===== src/rtl/uart_rx.sv =====
// UART receiver: 2-flop synchronized serial input, mid-bit sampling at CLK_PER_BIT
// clocks per bit, one-cycle pulses for a good byte, a framing error or a parity error.
module uart_rx #(
   parameter int DATA_BIT_COUNT   = 8,
   parameter int PARITY_BIT_COUNT = 0,
   parameter int PARITY_ODD       = 0,
   parameter int CLK_PER_BIT      = 8
) (
   input  logic                      clk,
   input  logic                      rst_n,
   input  logic                      serial,
   output logic [DATA_BIT_COUNT-1:0] data,
   output logic                      data_valid,
   output logic                      frame_err,
   output logic                      parity_err,
   output logic                      busy
);

   localparam int CW = $clog2(CLK_PER_BIT) + 1;
   localparam int IW = (DATA_BIT_COUNT > 1) ? $clog2(DATA_BIT_COUNT) : 1;
   localparam logic [CW-1:0] HALF_M1  = CW'(CLK_PER_BIT / 2 - 1);
   localparam logic [CW-1:0] FULL_M1  = CW'(CLK_PER_BIT - 1);
   localparam logic [IW-1:0] LAST_BIT = IW'(DATA_BIT_COUNT - 1);

   typedef enum logic [2:0] {IDLE, START, DATA, PARITY, STOP, BREAK} state_t;

   state_t                    state;
   logic [CW-1:0]             cnt;
   logic [IW-1:0]             bit_idx;
   logic [DATA_BIT_COUNT-1:0] shift_r;
   logic                      par_r;
   logic                      sync_p0;
   logic                      sync_p1;
   logic                      rx;

   // A frame without a parity bit always passes the parity check.
   function automatic logic parity_ok(input logic [DATA_BIT_COUNT-1:0] d, input logic p);
      if (PARITY_BIT_COUNT == 0)
         return 1'b1;
      return ((^d) ^ (PARITY_ODD != 0)) == p;
   endfunction

   // Stage p0/p1: metastability synchronizer; idles high like the line.
   always_ff @(posedge clk or negedge rst_n) begin
      if (!rst_n) begin
         sync_p0 <= 1'b1;
         sync_p1 <= 1'b1;
      end else begin
         sync_p0 <= serial;
         sync_p1 <= sync_p0;
      end
   end

   assign rx = sync_p1;

   always_ff @(posedge clk or negedge rst_n) begin
      if (!rst_n) begin
         state      <= IDLE;
         cnt        <= '0;
         bit_idx    <= '0;
         shift_r    <= '0;
         par_r      <= 1'b0;
         data       <= '0;
         data_valid <= 1'b0;
         frame_err  <= 1'b0;
         parity_err <= 1'b0;
         busy       <= 1'b0;
      end else begin
         data_valid <= 1'b0;
         frame_err  <= 1'b0;
         parity_err <= 1'b0;
         case (state)
            IDLE: begin
               cnt     <= '0;
               bit_idx <= '0;
               if (!rx) begin
                  state <= START;
                  busy  <= 1'b1;
               end
            end
            START: begin
               if (cnt == HALF_M1) begin
                  cnt <= '0;
                  if (!rx) begin
                     state   <= DATA;
                     bit_idx <= '0;
                  end else begin
                     state <= IDLE;
                     busy  <= 1'b0;
                  end
               end else begin
                  cnt <= cnt + 1'b1;
               end
            end
            DATA: begin
               if (cnt == FULL_M1) begin
                  cnt              <= '0;
                  shift_r[bit_idx] <= rx;
                  if (bit_idx == LAST_BIT) begin
                     bit_idx <= '0;
                     state   <= (PARITY_BIT_COUNT == 1) ? PARITY : STOP;
                  end else begin
                     bit_idx <= bit_idx + 1'b1;
                  end
               end else begin
                  cnt <= cnt + 1'b1;
               end
            end
            PARITY: begin
               if (cnt == FULL_M1) begin
                  cnt   <= '0;
                  par_r <= rx;
                  state <= STOP;
               end else begin
                  cnt <= cnt + 1'b1;
               end
            end
            STOP: begin
               // Exit at mid stop bit so a back-to-back start edge is not missed.
               if (cnt == FULL_M1) begin
                  cnt <= '0;
                  if (!rx) begin
                     frame_err <= 1'b1;
                     state     <= BREAK;
                  end else if (parity_ok(shift_r, par_r)) begin
                     data       <= shift_r;
                     data_valid <= 1'b1;
                     state      <= IDLE;
                     busy       <= 1'b0;
                  end else begin
                     parity_err <= 1'b1;
                     state      <= IDLE;
                     busy       <= 1'b0;
                  end
               end else begin
                  cnt <= cnt + 1'b1;
               end
            end
            BREAK: begin
               if (rx) begin
                  state <= IDLE;
                  busy  <= 1'b0;
               end
            end
            default: begin
               state <= IDLE;
               busy  <= 1'b0;
            end
         endcase
      end
   end

endmodule

===== config.mk =====
export PLATFORM = sky130hd
export DESIGN_NAME = uart_rx
export DESIGN_NICKNAME = d
export VERILOG_FILES = /design/src/rtl/uart_rx.sv
export SDC_FILE = /design/constraint.sdc
export NUM_CORES = 1
export LEC_CHECK = 0
export BUFFER_PORTS_ARGS = -buffer_cell sky130_fd_sc_hd__buf_2
export CELL_PAD_IN_SITES_DETAIL_PLACEMENT = 1
export CELL_PAD_IN_SITES_GLOBAL_PLACEMENT = 1
export CORE_MARGIN = 2
export CORE_UTILIZATION = 40
export CTS_BUF_LIST = sky130_fd_sc_hd__clkbuf_4 sky130_fd_sc_hd__clkbuf_8
export CTS_CLUSTER_DIAMETER = 100
export DETAILED_ROUTE_END_ITERATION = 7
export GPL_TIMING_DRIVEN = 1
export MAX_ROUTING_LAYER = met4
export PLACE_DENSITY_LB_ADDON = 0.1
export RECOVER_POWER = 25
export SYNTH_ARGS = -nofsm -noshare
export SYNTH_HDL_FRONTEND = slang
export SYNTH_SLANG_ARGS = --single-unit

===== constraint.sdc =====
create_clock -name clk -period 3 [get_ports clk]
set_input_delay 0.15 -clock clk [delete_from_list [all_inputs] [get_ports clk]]
set_output_delay 0.15 -clock clk [all_outputs]
set_load 0.1 [all_outputs]

== Word level (Yosys, flattened, before mapping) ==
Cells that the tools add are included.

* Input bits: 3
* Bits in registers: 33
* Output and inout port bits: 12
* Logic and storage cells: 91

* Equality and inequality tests: 17
* Add/sub/neg operators: 2
* Muxes and demuxes: 44
* $lt $le $gt $ge: 2
* Bitwise logic cells: 1
* Reduce and logical (&&, ||, !) cells: 13

{| class="wikitable"
|+ Operators by type and width
! operator !! number
|-
| 3-bit two-way mux || 12
|-
| 1-bit two-way mux || 23
|-
| 3-bit one-hot mux with 6 select lines || 1
|-
| 2-bit inequality test, second input constant || 8
|-
| 4-bit one-hot mux with 3 select lines || 1
|-
| 4-bit AND reduction || 3
|-
| 3-bit equality test, second input constant || 3
|-
| 3-bit one-hot mux with 3 select lines || 1
|-
| 8-bit bitwise mux || 1
|-
| 4-bit two-way mux || 2
|-
| 8-bit parity || 1
|-
| 7-bit AND reduction || 1
|-
| 3-bit by 2-bit equality test with 1-bit output, second input constant || 2
|-
| 3-bit nonzero test || 2
|-
| 1-bit one-hot mux with 5 select lines || 1
|-
| 4-bit by 1-bit adder with 4-bit output, second input constant || 1
|-
| 4-bit by 2-bit equality test with 1-bit output, second input constant || 1
|-
| 4-bit by 3-bit equality test with 1-bit output, second input constant || 1
|-
| 3-bit by 4-bit less-than comparator with 1-bit output, second input constant || 1
|-
| 2-bit AND reduction || 2
|-
| 3-bit by 1-bit adder with 3-bit output, second input constant || 1
|-
| 1-bit demux with 3-bit select || 1
|-
| 3-bit by 1-bit equality test with 1-bit output, second input constant || 1
|-
| 3-bit by 1-bit >= comparator with 1-bit output, second input constant || 1
|-
| other kinds (7) || 7
|}

== Logic depth before layout (Yosys ltp) ==
* Word-level depth: 11
* Mapped depth: 6
* Depth with buffers taken out: 6

== Worst setup path after synthesis ==
No wires, ideal clock.

* Kind: reg2reg
* Start: register cnt[0]
* End: register bit_idx[0]
* Buffers on the path: 0
* Data arrival time: 1.532 ns
* Cell stages (with the launch flop): 5
* Library setup time: 0.125 ns
* Required time: 2.875 ns
* Path slack: 1.343 ns
* Period minus slack after synthesis: 1.657 ns
* Path through: dfrtp_1 > ha_1 > a2111o_1 > o211ai_2 > mux2_4

* Word-level cells in the longest chain between the ends: 3
* Elaborated cells between the ends (all ways): 5
* Those cells by class: 4 x eq/ne; 1 x reduce/logical

{| class="wikitable"
|+ Ends and longest elaborated chain
! what !! RTL line !! source
|-
| start, declared || 28 || <nowiki>logic [CW-1:0] cnt;</nowiki>
|-
| start signal, assigned || 92 || <nowiki>cnt <= cnt + 1'b1;</nowiki>
|-
| start signal, assigned || 106 || <nowiki>cnt <= cnt + 1'b1;</nowiki>
|-
| start signal, assigned || 115 || <nowiki>cnt <= cnt + 1'b1;</nowiki>
|-
| 4-bit by 3-bit equality test with 1-bit output / 4-bit by 2-bit equality test with 1-bit output (equally long branches) || 96, 82 ||
|-
| 2-bit inequality test (no line) || - ||
|-
| 4-bit AND reduction (no line) * || - ||
|-
| end signal, assigned || 103 || <nowiki>bit_idx <= bit_idx + 1'b1;</nowiki>
|-
| end, declared || 29 || <nowiki>logic [IW-1:0] bit_idx;</nowiki>
|}

Mark *: on every way between the ends. The rest lies on a longest branch, timed or not.
A chain may end at the register's enable or synchronous reset.

== Worst setup path after layout ==
* Start: register state[1]
* End: register shift_r[0]

* Word-level cells in the longest chain between the ends: 2

{| class="wikitable"
|+ Ends and longest elaborated chain
! what !! RTL line !! source
|-
| start, declared || 27 || <nowiki>state_t state;</nowiki>
|-
| start signal, assigned || 101 || <nowiki>state <= (PARITY_BIT_COUNT == 1) ? PARITY : STOP;</nowiki>
|-
| 3-bit by 2-bit equality test with 1-bit output || 72 || <nowiki>case (state)</nowiki>
|-
| 2-bit AND reduction (no line) || - ||
|-
| end signal, assigned by index || 98 || <nowiki>shift_r[bit_idx] <= rx;</nowiki>
|-
| end, declared || 30 || <nowiki>logic [DATA_BIT_COUNT-1:0] shift_r;</nowiki>
|}

No other way between the ends.

==> Implementation_results.wiki <==
{| class="wikitable"
! Metric !! Value
|-
| Iter 0 DRT Violations || 22
|-
| Tot Pwr || 1.52 mW
|-
| Final cell count without fillers || 210
|-
| Number of resized instances in the post-cts repair step || 0
|-
| WP data arrival || 2010 ps
|-
| Average footprint of a synthesized cell || 10.4 um^2
|-
| Core Region || 3660 um^2
|-
| DR vias/cell || 5.44
|-
| Post-synthesis sequential element count || 31
|-
| Clock tree root driver cell || sky130_fd_sc_hd__clkbuf_8
|-
| Failing checks || max-capacitance violations, max-slew violations
|-
| Outcome || finished, violations left
|-
| Number of clock buffers inserted by TritonCTS || 5
|-
| Core utilization of the finished layout || 47.3%
|-
| Total standard cell area after synthesis || 1530 um^2
|-
| Primary FF master, synth || sky130_fd_sc_hd__dfrtp_1
|-
| Fraction of layout cells with a size suffix above 1 || 25.3%
|-
| Detailed placement HPWL || 2.22 mm
|-
| Max VDD drop || 0.339 mV
|-
| Clock edge transition at the registers on the reported setup and hold paths || 70 ps
|-
| Most instantiated library cell after synthesis || sky130_fd_sc_hd__nand2_1
|-
| Maximum fanout along the worst path || 14
|-
| Total global routing overflow || 0
|-
| Placement Cell Area || 1590 um^2
|-
| Inserted Diodes || 0
|-
| Number of nets in the final layout || 167
|-
| Post-synthesis cell count || 147
|-
| Clk sink count || 31
|-
| Routed length per placed instance || 15.2 um
|-
| Clock tree from TritonCTS || yes
|-
| Number of enable flip-flop cells after synthesis || 0
|-
| All-layer global routing usage || 18.2%
|-
| Total detailed-routing wirelength || 3.20 mm
|-
| Placed Instances || 200
|-
| Yosys Warn Count || 0
|-
| Final Worst Setup Slack || 1170 ps
|-
| Maximum clock path buffer count || 2
|-
| Horizontal die dimension || 65.9 um
|-
| Number of routed nets with antenna violations || 0
|-
| Biggest cell delay along the critical path || 600 ps
|-
| Quantity of I/O buffers inserted on ports || 13
|-
| Filler instances || 424
|-
| Height of the die || 65.9 um
|-
| Vias in the first global route || 1,203
|-
| Clk Latency, worst-skew pair || 280 ps
|-
| First-pass GRT wire length || 5.77 mm
|-
| Worst Max-Slew Pin Slew || 1690 ps
|-
| Net Count, Synth || 153
|-
| Power per cell area || 880 nW/um^2
|-
| Synth-to-Final Area Change || 12.8%
|-
| Final weighted congestion in routability-driven placement || 0.839
|-
| Setup clock skew after layout || 7.14 ps
|-
| Category of the most critical setup path || flop to flop
|-
| Share of synthesized flip-flops with an asynchronous set or reset || 100%
|-
| Most used standard cells in the synthesized netlist || sky130_fd_sc_hd__nand2_1 (34), sky130_fd_sc_hd__dfrtp_1 (29), sky130_fd_sc_hd__mux2_2 (7), sky130_fd_sc_hd__nand3_1 (6)
|-
| Synth cell types || 48
|-
| Antenna violations before repair || 0
|-
| Standard cell with the maximum stage delay on the critical path || sky130_fd_sc_hd__dfrtp_1
|-
| Total number of H-tree levels || 2
|-
| Final setup TNS || 0 ps
|-
| Floorplan die area || 4350 um^2
|-
| Depth of the worst register-to-register path || 4
|-
| Time the worst path needs with I/O delays and setup || 1830 ps
|-
| Setup violation total in the final timing report || 0
|-
| RSZ-0062 raised after global routing || no
|-
| Maxcap violations || 1
|-
| Yosys top cell by area || sky130_fd_sc_hd__dfrtp_1
|-
| Sequential area share after synthesis || 50.7%
|-
| Largest net degree at the start of global routing || 32
|-
| Critical path launch point type || flop
|-
| Share of the synthesized area in the top cell type || 47.3%
|-
| Starting utilization of the core area || 41.9%
|-
| Remaining DRCs || 0
|-
| Post-CTS Repair Setup Buffers || 0
|-
| Via count || 1,143
|-
| Worst hold path stage count || 0
|-
| Pre-Repair DR Iteration Count || 4
|-
| LEAKAGE || 0.844 nW
|-
| Number of rows in the core area || 22
|-
| Register area || 778 um^2
|-
| Pre-CTS worst setup slack || 1190 ps
|-
| I/O pin total || 15
|-
| Maximum frequency from static timing analysis || 546 MHz
|-
| Setup crit end kind || flop
|-
| Max-Slew Margin vs Limit || -12.8%
|-
| Classification of the worst-slack hold path || flop to flop
|-
| Ranking of synthesized cells by area || sky130_fd_sc_hd__dfrtp_1 (47%), sky130_fd_sc_hd__nand2_1 (8.3%), sky130_fd_sc_hd__mux2_2 (5.1%)
|-
| Req. time, crit path || 3170 ps
|-
| Critical path cell sequence || nor3b_2 > nand3b_1 > nor3_1 > mux2_2
|-
| Final hold vios || 0
|-
| Period utilization || 61.1%
|-
| Layout Cell Area excl Fill || 1730 um^2
|-
| Number of max-slew violations in the final report || 32
|-
| Hold Slack || 359 ps
|-
| Combined area of the multi-input logic cells || 669 um^2
|}
flip-flops by register name, indices dropped and copies added (netlist names):
name	cells
frame_err	1
rx	1
bit_idx	3
data	8
data_valid	1
sync_p0	1
shift_r	8
cnt	4
state	3
busy	1
cell type report:
cell class / instances / share of cell area (%)
Sequential cell: 31 / 45.0
Multi-Input combinational cell: 103 / 38.7
Timing Repair Buffer: 15 / 4.84
Clock buffer: 6 / 4.77
Tap cell: 48 / 3.47
Clock inverter: 2 / 2.02
Inverter: 5 / 1.23
worst paths after layout:
path | startpoint | endpoint | slack [ps]
worst max-delay path | state[1] | shift_r[0] | 1170
worst min-delay path | sync_p0 | rx | 360
worst max register to register | state[1] | shift_r[0] | 1170
worst min register to register | sync_p0 | rx | 360
max in group asynchronous | rst_n | shift_r[7] | 1180
min in group asynchronous | rst_n | data[6] | 840
metal layers:
metal | part of all wire (%) | global-route usage, % | vias up
met5 | 0 | - | -
met3 | 3.8 | 4.09 | 5
met1 | 48 | 22.6 | 580
met2 | 47 | 28.7 | 18
li1 | - | - | 540
met4 | 1.4 | 7.81 | 0
power breakdown:
| group | internal (mW) | total [mW] | switching, mW |
|---|---|---|---|
| logic | 0.200 | 0.456 | 0.256 |
| registers | 0.517 | 0.640 | 0.123 |
| clock network | 0.269 | 0.426 | 0.158 |
cell families after synthesis:
logic type      count (synthesis)  share of synthesized area [%]
compound gates                 27                           12.8
fa+ha+maj                       3                           2.45
buf+inv                        13                           5.63
flops                          31                           50.7
mux                             9                           6.77
other cells                     1                          0.244
simple gates                   63                           21.4
worst max-delay path, delay by kind of cell, from the launching register on:
| family | cells | cell delay, ps |
|---|---|---|
| mux | 1 | 350 |
| simple gates | 3 | 770 |
| flops | 1 | 600 |
cells in the final DEF, fill, tap and decap left out, types with 3 or more instances in the layout:
cell type	synthesis	final
sky130_fd_sc_hd__clkbuf_8	1	6
sky130_fd_sc_hd__o31ai_1	3	3
sky130_fd_sc_hd__a21oi_1	5	5
sky130_fd_sc_hd__mux2_2	7	7
sky130_fd_sc_hd__nand3b_1	3	3
sky130_fd_sc_hd__dfrtp_1	29	29
sky130_fd_sc_hd__buf_2	2	12
sky130_fd_sc_hd__nor2_1	5	5
sky130_fd_sc_hd__o21ai_0	5	5
sky130_fd_sc_hd__nand2_1	34	34
sky130_fd_sc_hd__nand3_1	6	6
sky130_fd_sc_hd__inv_1	3	3
sky130_fd_sc_hd__ha_1	3	3
timing repair:
item | CTS | global route
hold buffers | 2 | 0
endpoints found under the setup margin | 0 | 0
hold endpoints to repair | 30 | 0
(Power assumes the default switching activity.)
